`src/rtl/mul_div_unit.sv`:
```
// mul_div_unit: RV32M multiply/divide unit for the execute stage.
//
// Ports:
//   i_clk        clock, all state updates on the rising edge
//   i_rst        asynchronous active-low reset
//   i_valid      execute stage holds an M-extension op
//   i_funct3     op select: MUL, MULH, MULHSU, MULHU, DIV, DIVU, REM, REMU
//   i_op_a       rs1 value (forwarded)
//   i_op_b       rs2 value (forwarded)
//   i_flush      execute-stage flush, aborts any in-flight op
//   i_hold       pipeline frozen by another source (cache stalls)
//   o_result     result, meaningful only while o_ready=1
//   o_ready      result valid this cycle (state DONE)
//   o_alu_stall  freezes the pipeline while an op is being computed
//
// Handshake: an op is accepted in IDLE on a cycle with i_valid=1 and i_flush=0.
// o_alu_stall is high from the accept cycle until the result is computed, so
// the pipeline keeps the instruction in place. o_ready is high for every cycle
// spent in DONE; the result is consumed on the first DONE cycle with i_hold=0,
// which is also the edge the pipeline advances, after which the unit is IDLE
// and a new op can be accepted the following cycle. i_valid is ignored outside
// IDLE and only latched operands are used after the accept cycle.
module mul_div_unit #(
  parameter int XLEN = 32
) (
  input  logic            i_clk,
  input  logic            i_rst,
  input  logic            i_valid,
  input  logic [2:0]      i_funct3,
  input  logic [XLEN-1:0] i_op_a,
  input  logic [XLEN-1:0] i_op_b,
  input  logic            i_flush,
  input  logic            i_hold,
  output logic [XLEN-1:0] o_result,
  output logic            o_ready,
  output logic            o_alu_stall
);

  typedef enum logic [1:0] {
    S_IDLE = 2'd0,
    S_MUL  = 2'd1,
    S_DIV  = 2'd2,
    S_DONE = 2'd3
  } state_t;

  localparam logic [XLEN-1:0] MIN_NEG = {1'b1, {(XLEN-1){1'b0}}};

  state_t          state_q;
  logic [2:0]      funct3_q;
  logic [XLEN-1:0] a_q;        // multiplicand, or dividend / quotient shift register
  logic [XLEN-1:0] b_q;        // multiplier, or divisor magnitude
  logic [XLEN-1:0] rem_q;      // partial remainder
  logic [XLEN-1:0] result_q;
  logic [4:0]      cnt_q;
  logic            neg_quo_q;
  logic            neg_rem_q;

  // Accept-side decode of the incoming op.
  logic            div_signed;
  logic            div_by_zero;
  logic            div_ovf;
  logic [XLEN-1:0] special_res;
  logic [XLEN-1:0] a_mag;
  logic [XLEN-1:0] b_mag;

  assign div_signed  = !i_funct3[0];
  assign div_by_zero = (i_op_b == '0);
  assign div_ovf     = div_signed && (i_op_a == MIN_NEG) && (i_op_b == '1);
  // funct3[1] selects the remainder for divide ops.
  assign special_res = div_by_zero ? (i_funct3[1] ? i_op_a : '1)
                                   : (i_funct3[1] ? '0 : MIN_NEG);
  assign a_mag = (div_signed && i_op_a[XLEN-1]) ? -i_op_a : i_op_a;
  assign b_mag = (div_signed && i_op_b[XLEN-1]) ? -i_op_b : i_op_b;

  // Multiply: 33-bit extended operands give one signed multiplier for all
  // four variants. a is signed for MULH/MULHSU, b only for MULH.
  logic               mul_a_sx;
  logic               mul_b_sx;
  logic signed [XLEN:0]     mul_a;
  logic signed [XLEN:0]     mul_b;
  logic signed [2*XLEN+1:0] product;
  logic [XLEN-1:0]          mul_d;

  assign mul_a_sx = (funct3_q[1:0] != 2'b11) && a_q[XLEN-1];
  assign mul_b_sx = (funct3_q[1:0] == 2'b01) && b_q[XLEN-1];
  assign mul_a    = {mul_a_sx, a_q};
  assign mul_b    = {mul_b_sx, b_q};
  assign product  = mul_a * mul_b;
  assign mul_d    = (funct3_q[1:0] == 2'b00) ? product[XLEN-1:0]
                                             : product[2*XLEN-1:XLEN];

  // Restoring divide step: shift in the next dividend bit, subtract the
  // divisor if it fits, record the quotient bit in the vacated LSB.
  logic [XLEN:0]   rem_shift;
  logic [XLEN:0]   rem_diff;
  logic            quo_bit;
  logic [XLEN-1:0] rem_d;
  logic [XLEN-1:0] quo_d;
  logic [XLEN-1:0] quo_fix;
  logic [XLEN-1:0] rem_fix;

  assign rem_shift = {rem_q, a_q[XLEN-1]};
  assign rem_diff  = rem_shift - {1'b0, b_q};
  assign quo_bit   = !rem_diff[XLEN];
  assign rem_d     = quo_bit ? rem_diff[XLEN-1:0] : rem_shift[XLEN-1:0];
  assign quo_d     = {a_q[XLEN-2:0], quo_bit};
  assign quo_fix   = neg_quo_q ? -quo_d : quo_d;
  assign rem_fix   = neg_rem_q ? -rem_d : rem_d;

  // The top product bits and funct3[2] carry no information once decoded.
  logic unused_ok;
  assign unused_ok = ^{product[2*XLEN+1:2*XLEN], funct3_q[2]};

  always_ff @(posedge i_clk or negedge i_rst) begin
    if (!i_rst) begin
      state_q   <= S_IDLE;
      funct3_q  <= '0;
      a_q       <= '0;
      b_q       <= '0;
      rem_q     <= '0;
      result_q  <= '0;
      cnt_q     <= '0;
      neg_quo_q <= 1'b0;
      neg_rem_q <= 1'b0;
    end else if (i_flush) begin
      state_q <= S_IDLE;
    end else begin
      case (state_q)
        S_IDLE: begin
          if (i_valid) begin
            funct3_q <= i_funct3;
            if (!i_funct3[2]) begin
              a_q     <= i_op_a;
              b_q     <= i_op_b;
              state_q <= S_MUL;
            end else if (div_by_zero || div_ovf) begin
              result_q <= special_res;
              state_q  <= S_DONE;
            end else begin
              a_q       <= a_mag;
              b_q       <= b_mag;
              rem_q     <= '0;
              neg_quo_q <= div_signed && (i_op_a[XLEN-1] ^ i_op_b[XLEN-1]);
              neg_rem_q <= div_signed && i_op_a[XLEN-1];
              cnt_q     <= 5'd31;
              state_q   <= S_DIV;
            end
          end
        end
        S_MUL: begin
          result_q <= mul_d;
          state_q  <= S_DONE;
        end
        S_DIV: begin
          a_q   <= quo_d;
          rem_q <= rem_d;
          if (cnt_q == 5'd0) begin
            result_q <= funct3_q[1] ? rem_fix : quo_fix;
            state_q  <= S_DONE;
          end else begin
            cnt_q <= cnt_q - 5'd1;
          end
        end
        S_DONE: begin
          if (!i_hold) state_q <= S_IDLE;
        end
        default: state_q <= S_IDLE;
      endcase
    end
  end

  assign o_result    = result_q;
  assign o_ready     = (state_q == S_DONE);
  // Deliberately independent of i_flush/i_hold: the control unit feeds those
  // back from this stall, so depending on them would form a loop.
  assign o_alu_stall = ((state_q == S_IDLE) && i_valid) ||
                       (state_q == S_MUL) || (state_q == S_DIV);

endmodule
```
`config.mk`:
```
export PLATFORM = sky130hd
export DESIGN_NAME = mul_div_unit
export DESIGN_NICKNAME = d
export VERILOG_FILES = /design/src/rtl/mul_div_unit.sv
export SDC_FILE = /design/constraint.sdc
export NUM_CORES = 2
export LEC_CHECK = 0
export CORE_UTILIZATION = 45
export DETAILED_ROUTE_END_ITERATION = 7
export PLACE_DENSITY = 0.72
export RECOVER_POWER = 50
export SETUP_SLACK_MARGIN = 0.02
export SYNTH_ARGS = -nofsm -noshare
export SYNTH_HDL_FRONTEND = slang
export SYNTH_SLANG_ARGS = --single-unit
export TNS_END_PERCENT = 5
```
`constraint.sdc`:
```
create_clock -name i_clk -period 9.08 [get_ports i_clk]
set_clock_uncertainty 0.05 [all_clocks]
set_input_delay 1.816 -clock i_clk [delete_from_list [all_inputs] [get_ports i_clk]]
set_output_delay 1.816 -clock i_clk [all_outputs]
set_load 0.005 [all_outputs]
```
==> metrics.md <==
| Metric | Value |
|---|---|
| Drt pass-1 iters | `6` |
| Post-synthesis cell type count | `slightly above 90` |
| Clock buffer depth | `2` |
| Number of fillers in the final layout | `~10000` |
| Largest net degree at the start of global routing | `80` |
| Cell Count Post-Placement | `roughly 7400` |
| Mapped Area | `about 50000 um^2` |
| Status | `finished with violations` |
| Largest family of logic cells by synthesized area | `adder cells` |
| Crit path time final | `roughly 8.8 ns` |
| Final cell count without fillers | `roughly 7400` |
| Top FF cell, synth | `dfrtp_1` |
| First-pass GRT wire length | `between 200000 and 300000 um` |
| Fin worst setup slack | `about 0.28 ns` |
| # H-tree levels | `4` |
| Simple-Gate Fraction of Synth Area | `0.162` |
| Async set-or-reset flop fraction in the synthesized netlist | `1.00` |
| Port buffer count | `~110` |
| RePlAce Congestion | `between 1 and 1.5` |
| Worst skew pair latency | `approximately 0.5 ns` |
| Share of layout cells above drive strength 1 | `0.0466` |
| Cell Rows | `122` |
| Worst Path Arrival | `between 9 and 10 ns` |
| Setup_tns | `0 ns` |
| Clock tree sinks | `between 100 and 150` |
| Final hold viol count | `0` |
| Commonest non-fill, non-tap cell in the layout | `inv_1` |
| Vias in the first global route | `around 44000` |
| Mux contribution to synthesized area | `0.00502` |
| Place WS | `around 0.10 ns` |
| Period utilisation layout | `0.969` |
| Area delta synth->final | `7.58%` |
| TritonCTS buffer count | `17` |
| RSZ-0062 raised after global routing | `yes` |
| Violated checks | `max-capacitance violations, max-slew violations` |
| Max-cap violations | `2` |
| Post-Synth XOR/XNOR Area | `0.0345` |
| Worst slew pin tran | `between 3 and 4 ns` |
| Slew Limit Fails | `roughly 110` |
| Root buffer cell | `clkbuf_16` |
| Starting density of the core | `0.454` |
| Routed len/inst | `between 20 and 25 um` |
| Post-Synthesis Cells | `5943` |
| Remaining DRCs | `0` |
| Area of the multi-input gates | `between 40000 and 50000 um^2` |
| Synth warnings | `0` |
| Total Routed Length | `around 160000 um` |
| # IOs | `106` |
| Core area | `between 100000 and 150000 um^2` |
| Commonest non-fill, non-tap cells in the layout | `inv_1, fa_1, nand2_1` |
| Horiz. Die Dim | `approximately 340 um` |
| HP Class | `reg2reg` |
| Synthesis-stage register bit count | `between 100 and 150` |
| Grt ovf | `0` |
| Vias | `41400` |
| Crit Path Category | `reg2reg` |
| Syn Nets | `7397` |
| CP Launch Type | `flip-flop` |
| Die area | `roughly 110000 um^2` |
| Overall routing resource usage | `0.292` |
| Post-DP HPWL | `~130000 um` |
| Clock transition at path regs | `about 0.070 ns` |
| CTS Hold Bufs | `0` |
| DRT antenna net count | `0` |
| CP endpoint kind | `flip-flop` |
| DRC marker count from the first detailed-route iteration | `between 3000 and 4000` |
| Critical Path RT | `9.42 ns` |
| Die Ht | `336 um` |
| Adder-Cell Fraction of Synth Area | `0.511` |
| Core Util, Final | `0.489` |
| Vias per cell | `roughly 5.6` |
| Seq/Total Area, Yosys | `0.0691` |
| Dominant cells by area after synthesis | `fa_1, inv_1, nand2_1` |
| CP Max Fanout | `16` |
| Syn Area/Cell | `8.47 um^2` |
| Max-slew headroom | `-1.29` |
| Peak Freq | `114 MHz` |
| Area fraction in compound gates after synthesis | `0.0968` |
| Number of enable flip-flop cells after synthesis | `0` |
| Initial antenna violation count | `3` |
| Post-synth top area share | `0.448` |
| Layout Nets | `7342` |
| Setup violations, final | `0` |
| Register Area | `3490 um^2` |
| TritonCTS clock tree | `built` |
| Cell taking the most area after synthesis | `fa_1` |
-- cell usage after synthesis, types with 84 or more instances --
cell and instances:
ha_1 256, clkbuf_1 312, fa_1 1126, inv_1 1263, o21ai_0 217, a21oi_1 193
dfrtp_1 139, nor2_1 213, and2_1 250, nand2_1 1068, xnor2_1 114, xor2_1 84
-- stage by stage --
step | hold slack (ns) | cell area [um^2]
6_report | 0.426 | 54200
5_1_grt | 0.456 | 54100
4_1_cts | 0.435 | 54100
3_5_place_dp | 0.420 | 53500
3_3_place_gp | 0.406 | 53500
2_1_floorplan | 0.413 | 50300
-- per-layer routing --
layer | vias up | share of wire | GRT usage
li1 | 17900 | - | -
met3 | 382 | 0.096 | 0.0660
met5 | - | 0 | 0
met1 | 21100 | 0.39 | 0.381
met4 | 0 | 0.053 | 0.135
met2 | 1980 | 0.46 | 0.461
-- final timing paths --
| kind | endpoint | cells past startpoint | startpoint | slack, ns |
|---|---|---|---|---|
| max | o_result[9] | 27 | a_q[9] | 0.28 |
| min | o_result[10] | 2 | o_result[10] | 0.43 |
| max reg2reg | o_result[9] | 27 | a_q[9] | 0.28 |
| min reg2reg | o_result[10] | 2 | o_result[10] | 0.43 |
| max in group asynchronous | a_q[16] | 3 | i_rst | 1.16 |
| min in group asynchronous | rem_q[30] | 1 | i_rst | 2.42 |
-- sequential cells by signal, indices dropped and copies added (netlist names) --
name / cells
a_q: 32
b_q: 32
cnt_q: 5
funct3_q: 2
neg_quo_q: 1
neg_rem_q: 1
o_result: 32
rem_q: 32
state_q: 2
-- timing repair --
action	4_1_cts	5_1_grt
gates resized for setup	1	23
endpoints found under the setup margin	1	14
buffers inserted	0	5
-- critical path: stages (launching register included) --
cell and delay (ns):
dfrtp_1 0.79, buf_4 0.37, nand2_1 0.11, fa_1 0.55, inv_1 0.06, fa_1 0.49, fa_1 0.54, inv_1 0.06
fa_1 0.48, inv_1 0.05, ha_1 0.17, ha_1 0.30, fa_1 0.59, fa_1 0.43, ha_1 0.39, a21o_1 0.21
a31o_2 0.24, a211oi_1 0.24, buf_4 0.17, nand3_1 0.11, a31oi_1 0.44, o31ai_1 0.21, buf_4 0.20, a21oi_1 0.20
xnor2_1 0.22, a2111oi_1 0.73, buf_4 0.22, o21ai_1 0.06
-- area by class of cell --
cell class              count  area share
clock buffers              22     0.00876
multi-input cells        4184       0.754
flip-flops and latches    139      0.0645
well taps                1488      0.0344
inverters                1266      0.0878
diodes                      4    0.000185
clock inverters             8     0.00162
repair buffers            280      0.0483
-- cells by family after synthesis --
family	after synthesis
AO/OA/AOI/OAI	765
multiplexers	24
adder cells (fa/ha/maj)	1382
buffers and inverters	1620
flip-flops	139
AND/OR/NAND/NOR	1815
XOR/XNOR	198
Power is left out: the tool's default activity adds up to more than one toggle a clock period on the data nets, which glitch-free logic cannot reach.
